--- src/rtl/param_mem_pkg.sv ---
// Shared types and helpers for the param_mem word memory.
// Parity support elsewhere is enabled by the MEM_PARITY_EN macro.
package param_mem_pkg;

  typedef enum logic {ST_INIT, ST_RUN} mem_state_t;

  // Even parity: the stored bit makes the total count of ones in byte+bit even.
  function automatic logic byte_parity(input logic [7:0] b);
    return ^b;
  endfunction

endpackage

--- src/rtl/param_mem_array.sv ---
// DEPTH x WIDTH storage with byte-enable synchronous write and combinational read.
// With MEM_PARITY_EN defined, one parity bit per byte lane is stored alongside.
module param_mem_array #(
  parameter int WIDTH = 32,
  parameter int DEPTH = 8,
  parameter int AW    = 3,
  parameter int BW    = 4
) (
  input  logic             clk,
  input  logic             we_i,
  input  logic [AW-1:0]    addr_i,
  input  logic [BW-1:0]    be_i,
  input  logic [WIDTH-1:0] wdata_i,
`ifdef MEM_PARITY_EN
  input  logic [BW-1:0]    wpar_i,
  output logic [BW-1:0]    rpar_o,
`endif
  output logic [WIDTH-1:0] rdata_o
);

  // No reset: contents are cleared by the init walk in the top.
  logic [WIDTH-1:0] mem_q [DEPTH];
`ifdef MEM_PARITY_EN
  logic [BW-1:0]    par_q [DEPTH];
`endif

  always_ff @(posedge clk) begin
    if (we_i) begin
      for (int i = 0; i < BW; i++) begin
        if (be_i[i]) begin
          mem_q[addr_i][8*i +: 8] <= wdata_i[8*i +: 8];
`ifdef MEM_PARITY_EN
          par_q[addr_i][i] <= wpar_i[i];
`endif
        end
      end
    end
  end

  assign rdata_o = mem_q[addr_i];
`ifdef MEM_PARITY_EN
  assign rpar_o  = par_q[addr_i];
`endif

endmodule

--- src/rtl/param_mem.sv ---
// Parametrised single-port word memory with valid/ready request and response channels,
// a clearing walk after reset and out-of-range detection; MEM_PARITY_EN adds lane parity.
module param_mem
  import param_mem_pkg::*;
#(
  parameter  int WIDTH = 32,
  parameter  int DEPTH = 8,
  localparam int AW    = $clog2(DEPTH),
  localparam int BW    = WIDTH / 8
) (
  input  logic             clk,
  input  logic             reset,
  input  logic             req_valid,
  output logic             req_ready,
  input  logic             req_we,
  input  logic [AW-1:0]    req_addr,
  input  logic [BW-1:0]    req_be,
  input  logic [WIDTH-1:0] req_wdata,
`ifdef MEM_PARITY_EN
  input  logic             tst_flip_par,
`endif
  output logic             resp_valid,
  input  logic             resp_ready,
  output logic [WIDTH-1:0] resp_rdata,
  output logic             resp_err,
  output logic             init_done
);

  // Handshake: a transfer happens on a rising edge where valid & ready are both high;
  // ready never depends on valid, and the response holds stable while valid & !ready.

  localparam logic [AW:0]   DEPTH_W   = (AW+1)'(DEPTH);
  localparam logic [AW-1:0] LAST_ADDR = AW'(DEPTH - 1);

  mem_state_t       state_q, state_d;
  logic [AW-1:0]    init_cnt_q, init_cnt_d;
  logic             resp_valid_q, resp_valid_d;
  logic [WIDTH-1:0] resp_rdata_q, resp_rdata_d;
  logic             resp_err_q, resp_err_d;

  logic             accept;
  logic             in_range;
  logic             par_err;
  logic             arr_we;
  logic [AW-1:0]    arr_addr;
  logic [BW-1:0]    arr_be;
  logic [WIDTH-1:0] arr_wdata;
  logic [WIDTH-1:0] arr_rdata;
`ifdef MEM_PARITY_EN
  logic [BW-1:0]    arr_wpar;
  logic [BW-1:0]    arr_rpar;
`endif

  assign req_ready  = (state_q == ST_RUN) && (!resp_valid_q || resp_ready);
  assign accept     = req_valid && req_ready;
  assign in_range   = ({1'b0, req_addr} < DEPTH_W);
  assign init_done  = (state_q == ST_RUN);
  assign resp_valid = resp_valid_q;
  assign resp_rdata = resp_rdata_q;
  assign resp_err   = resp_err_q;

  // During init the array port is owned by the clearing counter.
  always_comb begin
    arr_we    = 1'b0;
    arr_addr  = req_addr;
    arr_be    = req_be;
    arr_wdata = req_wdata;
`ifdef MEM_PARITY_EN
    arr_wpar  = '0;
`endif
    if (state_q == ST_INIT) begin
      arr_we    = 1'b1;
      arr_addr  = init_cnt_q;
      arr_be    = '1;
      arr_wdata = '0;
`ifdef MEM_PARITY_EN
      for (int i = 0; i < BW; i++) arr_wpar[i] = byte_parity(8'h00);
`endif
    end else begin
      arr_we = accept && req_we && in_range;
`ifdef MEM_PARITY_EN
      for (int i = 0; i < BW; i++)
        arr_wpar[i] = byte_parity(req_wdata[8*i +: 8]) ^ tst_flip_par;
`endif
    end
  end

  always_comb begin
    par_err = 1'b0;
`ifdef MEM_PARITY_EN
    for (int i = 0; i < BW; i++)
      par_err = par_err | (arr_rpar[i] ^ byte_parity(arr_rdata[8*i +: 8]));
`endif
  end

  always_comb begin
    state_d      = state_q;
    init_cnt_d   = init_cnt_q;
    resp_valid_d = resp_valid_q;
    resp_rdata_d = resp_rdata_q;
    resp_err_d   = resp_err_q;
    case (state_q)
      ST_INIT: begin
        init_cnt_d = init_cnt_q + AW'(1);
        if (init_cnt_q == LAST_ADDR) begin
          state_d    = ST_RUN;
          init_cnt_d = '0;
        end
      end
      ST_RUN: begin
        // A new read overwrites a response being taken this cycle: no bubble.
        if (accept && !req_we) begin
          resp_valid_d = 1'b1;
          resp_rdata_d = in_range ? arr_rdata : '0;
          resp_err_d   = !in_range || par_err;
        end else if (resp_ready) begin
          resp_valid_d = 1'b0;
        end
      end
      default: state_d = ST_INIT;
    endcase
  end

  always_ff @(posedge clk or posedge reset) begin
    if (reset) begin
      state_q      <= ST_INIT;
      init_cnt_q   <= '0;
      resp_valid_q <= 1'b0;
      resp_rdata_q <= '0;
      resp_err_q   <= 1'b0;
    end else begin
      state_q      <= state_d;
      init_cnt_q   <= init_cnt_d;
      resp_valid_q <= resp_valid_d;
      resp_rdata_q <= resp_rdata_d;
      resp_err_q   <= resp_err_d;
    end
  end

  param_mem_array #(
    .WIDTH(WIDTH), .DEPTH(DEPTH), .AW(AW), .BW(BW)
  ) u_array (
    .clk     (clk),
    .we_i    (arr_we),
    .addr_i  (arr_addr),
    .be_i    (arr_be),
    .wdata_i (arr_wdata),
`ifdef MEM_PARITY_EN
    .wpar_i  (arr_wpar),
    .rpar_o  (arr_rpar),
`endif
    .rdata_o (arr_rdata)
  );

endmodule
--- config.mk ---
export PLATFORM = sky130hd
export DESIGN_NAME = param_mem
export DESIGN_NICKNAME = d
export VERILOG_FILES = /design/src/rtl/param_mem_pkg.sv /design/src/rtl/param_mem_array.sv /design/src/rtl/param_mem.sv
export SDC_FILE = /design/constraint.sdc
export NUM_CORES = 1
export LEC_CHECK = 0
export BUFFER_PORTS_ARGS = -buffer_cell sky130_fd_sc_hd__buf_2
export CORE_MARGIN = 2
export CORE_UTILIZATION = 37
export CTS_BUF_LIST = sky130_fd_sc_hd__clkbuf_4
export CTS_CLUSTER_SIZE = 10
export DETAILED_ROUTE_END_ITERATION = 16
export PLACE_DENSITY = 0.61
export SYNTH_ARGS = -nofsm -noshare
export SYNTH_HDL_FRONTEND = slang
export SYNTH_HIERARCHICAL = 1
export SYNTH_SLANG_ARGS = --single-unit
--- constraint.sdc ---
create_clock -name clk -period 3.09 [get_ports clk]
set_input_delay 0.309 -clock clk [delete_from_list [all_inputs] [get_ports clk]]
set_output_delay 0.309 -clock clk [all_outputs]
set_load 0.005 [all_outputs]
* Word-level counts from Yosys, hierarchy flattened
Memory sizes are Yosys's and may differ from the RTL's. A register that Yosys moved wholly into a read port is not among the register bits.
Index checks and enable logic that the tools add are counted.
** Cells by class
- Add/subtract/negate cells :: 1
- Multipliers :: 0
- Divide/modulo/power cells :: 0
- $lt $le $gt $ge :: 0
- Equal/unequal tests :: 1
- Shift-type cells :: 0
- Muxes and demuxes :: 21
- Bitwise logic cells :: 0
- Reduce and logical (&&, ||, !) cells :: 10
** Operators by type and width (number)
- 32-bit two-way mux :: 1
- 1-bit two-way mux :: 17
- 3-bit two-way mux :: 2
- 1-bit logical AND :: 4
- 4-bit two-way mux :: 1
- 2-bit AND reduction :: 2
- 3-bit by 1-bit adder with 3-bit output (second input constant) :: 1
- 3-bit equality test (second input constant) :: 1
- 1-bit zero test :: 2
- 2-bit nonzero test :: 1
- 1-bit logical OR :: 1
** Storage, ports and cells
- Register bits :: 5
- Latch bits :: 0
- RAM bits :: 256
- ROM bits :: 0
- Input port bits :: 44
- Output and inout bits :: 36
- Memories kept :: 1
** Memory list
- u_array.mem_q :: words 8, bits a word 32, rd ports 1, clocked after memory_dff 1, wr ports 1, RTL line param_mem_array.sv:22 : logic [WIDTH-1:0] mem_q [DEPTH];

* Longest topological paths before layout
Gate-level depths: netlist of run 1.
- Depth after elaboration :: 8
- Depth in mapped cells :: 7
- Gate-level depth less buffers :: 5

* By module
Netlist of run 1, hierarchy kept.
** Modules (own cells, without submodules)
- param_mem_array :: times used 1, cells an instance 417, area an instance 9864.5 sq um, sequential area each 7687.4 sq um
- param_mem :: times used 1, cells an instance 134, area an instance 1876.8 sq um, sequential area each 925.9 sq um

* Worst setup path before layout of run 1
No wires, ideal clock.
- Path type :: reg2reg
- Start :: reg state_q (netlist: init_done)
- End :: mem u_array.mem_q[0][0] (enable)
- Setup time :: 0.395 ns
- Data arrival time :: 2.305 ns
- Setup slack :: 0.390 ns
- Cell stages (with the launch flop) :: 7
- Path buffers :: 4
- Path through :: dfrtp_1 buf_2 mux2_2 buf_6 buf_12 buf_2 nor4_1
** RTL lines
- start: declaration :: RTL line param_mem.sv:35 : mem_state_t state_q, state_d;
- start signal: assignment :: RTL line param_mem.sv:132 : state_q <= state_d;
- 3-bit two-way mux :: RTL line param_mem.sv:71 : if (state_q == ST_INIT) begin
- named net arr_addr[0] :: RTL line param_mem.sv:45 : logic [AW-1:0] arr_addr;
- end: declaration :: RTL line param_mem_array.sv:22
The timed path passes the listed nets, and every way through them passes these cells.

* Final worst setup path of run 1
- Start :: reg state_q (netlist: init_done)
- End :: reg resp_rdata_q[28] (netlist: resp_rdata[28]) (read register of u_array.mem_q)
** RTL lines
- 3-bit two-way mux :: RTL line param_mem.sv:71
- named net arr_addr[0] :: RTL line param_mem.sv:45
- end: declaration :: RTL line param_mem.sv:38 : logic [WIDTH-1:0] resp_rdata_q, resp_rdata_d;
The timed path passes the listed nets, and every way through them passes these cells.
A chain may end at the register's enable or synchronous reset.

==> qor.yml, run 1 <==
cts_tree: "done"
place_hpwl_mm: 14.8
ir_drop_v: 0.000231
port_buffers: 78
yosys-top-cells-area: "edfxtp_1 65%, mux4_2 11%, dfrtp_1 7.9%"
placed_area_mm2: 0.0128
fmaxAchievable_mhz: 416
grt_setup_unrepaired: "false"
cts-resized-gates: 0
drive_above_1_share_pct: 48.3
holdPathEnd: "u_array/mem_q[7][8]$_DFFE_PP_"
antenna_found_initial: 1
syn-cell-area_mm2: 0.0117
place_congestion: 0.709
grt_pass1_wl_mm: 36.6
numCtsBuffers: 74
grt_pass1_vias: 6385
track_usage_pct: 14.8
worst_slew_pin_slew_ns: 0.767
syn_inst: 551
yosysTopAreaCell: "edfxtp_1"
maxSlewViolCount: 0
drc: 0
htree_num_levels: 3
yosysTopAreaCellShare_pct: 65.5
powerDensity_mw_per_mm2: 609
ff2ff_path_depth: 5
postCtsHoldBufs: 2
ys_types: 31
drt-vias-per-instance: 4.93
syn_nets: 597
critical_path.max_stage_delay_ns: 0.56
required_ns: 3.60
r2r-end: "resp_rdata[28]$_DFFE_PP0P_"
crit_path_top_delay_cell: "mux4_1"
path_class: "register to register"
layout_commonest_cell: "edfxtp_1"
worstSetupStartpointType: "register"
fin_skew_ns: 0.0255
hp-start: "req_wdata[8]"
syn_area_per_cell_um2: 21.3
ys.flop_type: "edfxtp_1"
nets: 767
rrSetupSlack_ns: 0.69
synth-seq-cells: 293
power.leakage_uw: 0.00491
clock_tree.buffer_depth: 3
design.core.area_mm2: 0.0314
ys_seq_area_share_pct: 73.4
reg2reg_from: "init_done$_DFF_PP0_"
p_total_uw: 8400
worst_setup_path_end_kind: "register"
ys_warn_count: 6
die_area_mm2: 0.0332
crit_path_frequent_cell: "mux2_4"
final_area_mm2: 0.0138
io_pins: 80
hold_path.class: "input pin to register"
dieWidth_um: 182
synthToLayoutAreaGrowth_pct: 17.4
grt_overflow: 0
layout_common_cells: "256 x edfxtp_1, 106 x clkbuf_4, 78 x buf_2"
maxSlewHeadroom_pct: 48.9
clkTransAtPathRegs_ns: 0.07
setup_tns_ns: 0
cp.arrival_ns: 2.92
drv_cap: 0
report.final.setup_viol: 0
final_cell_count_no_fill: 1178
vias: 5807
post-route-period-util_pct: 77.8
drt_pre_antenna_iters: 4
synthArstFlopShare_pct: 12.6
drt-initial-drc-count: 303
dpl.cell_count: 1045
clkLatencyLatePin_ns: 0.66
rows: 65
timing_hold_violations_final: 0
postCtsSetupRepairBufs: 0
cp_max_fo: 22
die_h_um: 182
status: "finished, final reports clean"
grt_max_degree: 38
routed_wl_mm: 23.8
cts.sinks: 293
wire_per_inst_um: 20.2
crit_path_cell_trace: "mux2_4 -> buf_12 -> mux4_1 -> mux2_2 -> mux2_4"
synth_edf_count: 256
holdPathStages: 2
start_util_pct: 37.4
cts-root-buf: "clkbuf_4"
period_minus_slack_ns: 2.40
antenna_left: 0
## area by class of cell
class                   count  area, µm²
multi-input cells         225       2880
inverters                   1       3.75
fillers                  2740      17600
clock inverters            24        173
repair buffers            126        818
clock buffers             106        796
diodes                      1       2.50
well taps                 402        503
flip-flops and latches    293       8610
## worst max-delay path by stage
stage | slack [ns] | end | from | cells past startpoint
3_5_place_dp | 0.67 | resp_rdata[1]$_DFFE_PP0P_ | init_done$_DFF_PP0_ | 5
2_1_floorplan | 0.39 | u_array/mem_q[0][0]$_DFFE_PP_ | init_done$_DFF_PP0_ | 6
4_1_cts | 0.66 | resp_rdata[28]$_DFFE_PP0P_ | init_done$_DFF_PP0_ | 5
3_3_place_gp | 0.71 | u_array/mem_q[4][4]$_DFFE_PP_ | init_done$_DFF_PP0_ | 5
6_report | 0.69 | resp_rdata[28]$_DFFE_PP0P_ | init_done$_DFF_PP0_ | 5
5_1_grt | 0.57 | resp_rdata[28]$_DFFE_PP0P_ | init_done$_DFF_PP0_ | 5
## state kept, by name, indices dropped and copies added (netlist names)
name / flops
init_done: 1
init_cnt_q: 3
u_array/mem_q: 256
resp_rdata: 32
resp_valid: 1
## stage by stage
step	hold WS, ns	util, %	setup WS, ns
final	0.120	43.9	0.686
after global routing	0.108	43.9	0.574
after CTS	0.0573	43.9	0.664
after detailed placement	0.494	40.8	0.673
after global placement	0.489	40.8	0.714
after floorplan	0.481	-	0.390
## where the power goes
part,switching [µW],internal [µW],total [µW]
Clock,1460,1830,3290
Sequential,65.6,4420,4480
Combinational,278,348,626
Total,1810,6600,8400
## cells by family (layout without fill, tap and decap cells)
family                   Yosys count  in the layout  share of synthesized area [%]
AO/OA/AOI/OAI                      2              2                          0.117
adder cells (fa/ha/maj)            2              2                          0.213
buffers and inverters             33            257                           2.16
flip-flops                       293            293                           73.4
multiplexers                     133            133                           20.0
other                              1              2                         0.0319
AND/OR/NAND/NOR                   87             87                           4.13
## metal layers
metal  GRT usage [%]  vias to the layer above  part of all wire [%]  wire length, µm
met4            6.23                        0                   2.3              544
met1            18.6                     2971                    42            10100
met5               0                        -                     0                0
met2            24.4                      177                    49            11700
li1                -                     2618                     -                -
met3            3.89                       41                   6.3             1490
## cell usage after synthesis, types with 2 or more instances
library cell / number
edfxtp_1: 256
mux4_2: 59
mux2_2: 40
dfrtp_1: 37
and2_1: 32
mux2_4: 29
nor2_1: 16
nor3_1: 12
clkbuf_1: 10
buf_2: 9
nand2_1: 8
nand2b_1: 6
buf_12: 5
mux4_1: 5
buf_6: 4
nor4_1: 4
buf_1: 2
buf_4: 2
ha_1: 2
nand3b_1: 2
## worst max-delay path, delay by kind of cell, from the launching register on
kind	cells	cell delay, ns
multiplexers	4	1.54
flip-flops	1	0.43
buffers and inverters	1	0.27
Note: power is estimated with default switching activity, not from simulation.
==> inputs of run 2 (changes only) <==
==> constraint.sdc (replaced) <==
create_clock -name clk -period 2.5 [get_ports clk]
set_input_delay 0.25 -clock clk [delete_from_list [all_inputs] [get_ports clk]]
set_output_delay 0.25 -clock clk [all_outputs]
set_load 0.005 [all_outputs]
==> qor.yml, run 2 (synthesis results as in run 1) <==
drv_cap: 0
period_minus_slack_ns: 2.33
rows: 65
drt-vias-per-instance: 4.91
fillers: 2711
clkTransAtPathRegs_ns: 0.07
drc: 0
grt_pass1_wl_mm: 36.6
status: "finished, final reports clean"
seqCellArea_mm2: 0.00861
required_ns: 3.02
grt_max_degree: 33
die_area_mm2: 0.0332
r2r-end: "resp_rdata[2]$_DFFE_PP0P_"
ir_drop_v: 0.000280
drt-initial-drc-count: 450
numCtsBuffers: 76
largest_reg_flops: 256
drt_pre_antenna_iters: 4
maxSlewViolCount: 0
worst_slew_pin_slew_ns: 0.711
whs_ns: 0.0616
cts.sinks: 293
antenna_found_initial: 1
place_hpwl_mm: 15.0
clkLatencyLatePin_ns: 0.67
crit_end: "resp_rdata[2]$_DFFE_PP0P_"
design.core.area_mm2: 0.0314
placed_area_mm2: 0.0129
maxSlewHeadroom_pct: 52.5
track_usage_pct: 14.9
synthToLayoutAreaGrowth_pct: 18.4
drive_above_1_share_pct: 49.6
fmaxAchievable_mhz: 428
cts_tree: "done"
ff2ff_path_depth: 5
grt_overflow: 0
vias: 5823
start_util_pct: 37.4
routed_wl_mm: 24.0
cp-startpoint: "init_done$_DFF_PP0_"
hold_path.class: "input pin to register"
layout_commonest_cell: "edfxtp_1"
worstSetupStartpointType: "register"
antenna_left: 0
grt_pass1_vias: 6486
io_pins: 80
layout_common_cells: "256 x edfxtp_1, 108 x clkbuf_4, 78 x buf_2"
port_buffers: 78
cts-root-buf: "clkbuf_4"
htree_num_levels: 3
report.final.setup_viol: 0
top_register: "u_array/mem_q"
dieWidth_um: 182
multi_input_area_mm2: 0.00293
worst_setup_path_end_kind: "register"
path_class: "register to register"
grt_setup_unrepaired: "false"
cp.arrival_ns: 2.85
clock_tree.buffer_depth: 3
cp_max_fo: 18
rrSetupSlack_ns: 0.17
powerDensity_mw_per_mm2: 743
fin_skew_ns: 0.0422
post-route-period-util_pct: 93.4
timing_hold_violations_final: 0
place_congestion: 0.744
postCtsSetupRepairBufs: 0
hp-start: "req_wdata[1]"
reg2reg_from: "init_done$_DFF_PP0_"
power.leakage_uw: 0.00495
die_h_um: 182
nets: 776
final_area_mm2: 0.0139
wire_per_inst_um: 20.2
[run 2: cell types whose count changed in the layout (fill, tap and decap cells not counted), sizes merged]
| cell | previous run | this run |
|---|---|---|
| buf | 124 | 129 |
| dlygate4sd3 | 2 | 4 |
| inv | 4 | 3 |
| bufinv | 3 | 2 |
| clkbuf | 106 | 108 |
| clkinv | 18 | 19 |
[run 2: worst min-delay path by stage]
stage | endpoint | slack (ns) | depth (start not counted)
global placement | resp_rdata[10]$_DFFE_PP0P_ | 0.41 | 2
finish | u_array/mem_q[2][1]$_DFFE_PP_ | 0.06 | 2
CTS | u_array/mem_q[0][1]$_DFFE_PP_ | 0.006 | 2
floorplan | init_cnt_q[0]$_DFFE_PP0N_ | 0.43 | 1
global route | u_array/mem_q[2][10]$_DFFE_PP_ | 0.04 | 2
detailed placement | resp_rdata[10]$_DFFE_PP0P_ | 0.42 | 2
[run 2: cell type report]
type	count	area share [%]
diodes	1	0.0180
multi-input cells	225	21.1
clock inverters	23	1.03
inverters	1	0.0270
repair buffers	133	6.48
well taps	402	3.62
flip-flops and latches	293	61.9
clock buffers	108	5.83
[run 2: repair_timing]
action,in CTS,in global routing
hold buffers,4,0
endpoints found under the hold margin,31,0
setup endpoints to repair,0,0
resized for setup,0,0
[run 2: stage by stage]
stage	instances	power (µW)	setup TNS [ns]	util [%]	setup slack (ns)
6_report	1186	10300	0	44.3	0.166
5_1_grt	1186	10800	0	44.3	0.0661
4_1_cts	1185	10500	0	44.3	0.127
3_5_place_dp	1050	6440	0	41.1	0.184
3_3_place_gp	1050	6420	0	41.1	0.189
2_1_floorplan	551	6140	-7.57	-	-0.200
[run 2: power by group]
group / internal (µW) / leakage (µW) / total, µW / switching (µW)
clock: 2190 / 0.000570 / 4000 / 1810
sequential: 5460 / 0.00274 / 5540 / 76.9
combinational: 443 / 0.00164 / 786 / 343
total: 8100 / 0.00495 / 10300 / 2230
[run 2: worst max-delay path, cell delays in order, from the launching register on]
cell	delay, ns
dfrtp_2	0.44
mux2_4	0.42
buf_12	0.24
mux4_1	0.57
mux2_2	0.27
mux2_4	0.25
[run 2: layer usage]
metal | GRT usage [%] | up-vias | wire (µm)
li1 | - | 2630 | -
met2 | 24.9 | 176 | 12000
met1 | 18.9 | 2983 | 10100
met4 | 6.06 | 0 | 487
met3 | 3.27 | 34 | 1380
met5 | 0 | - | 0
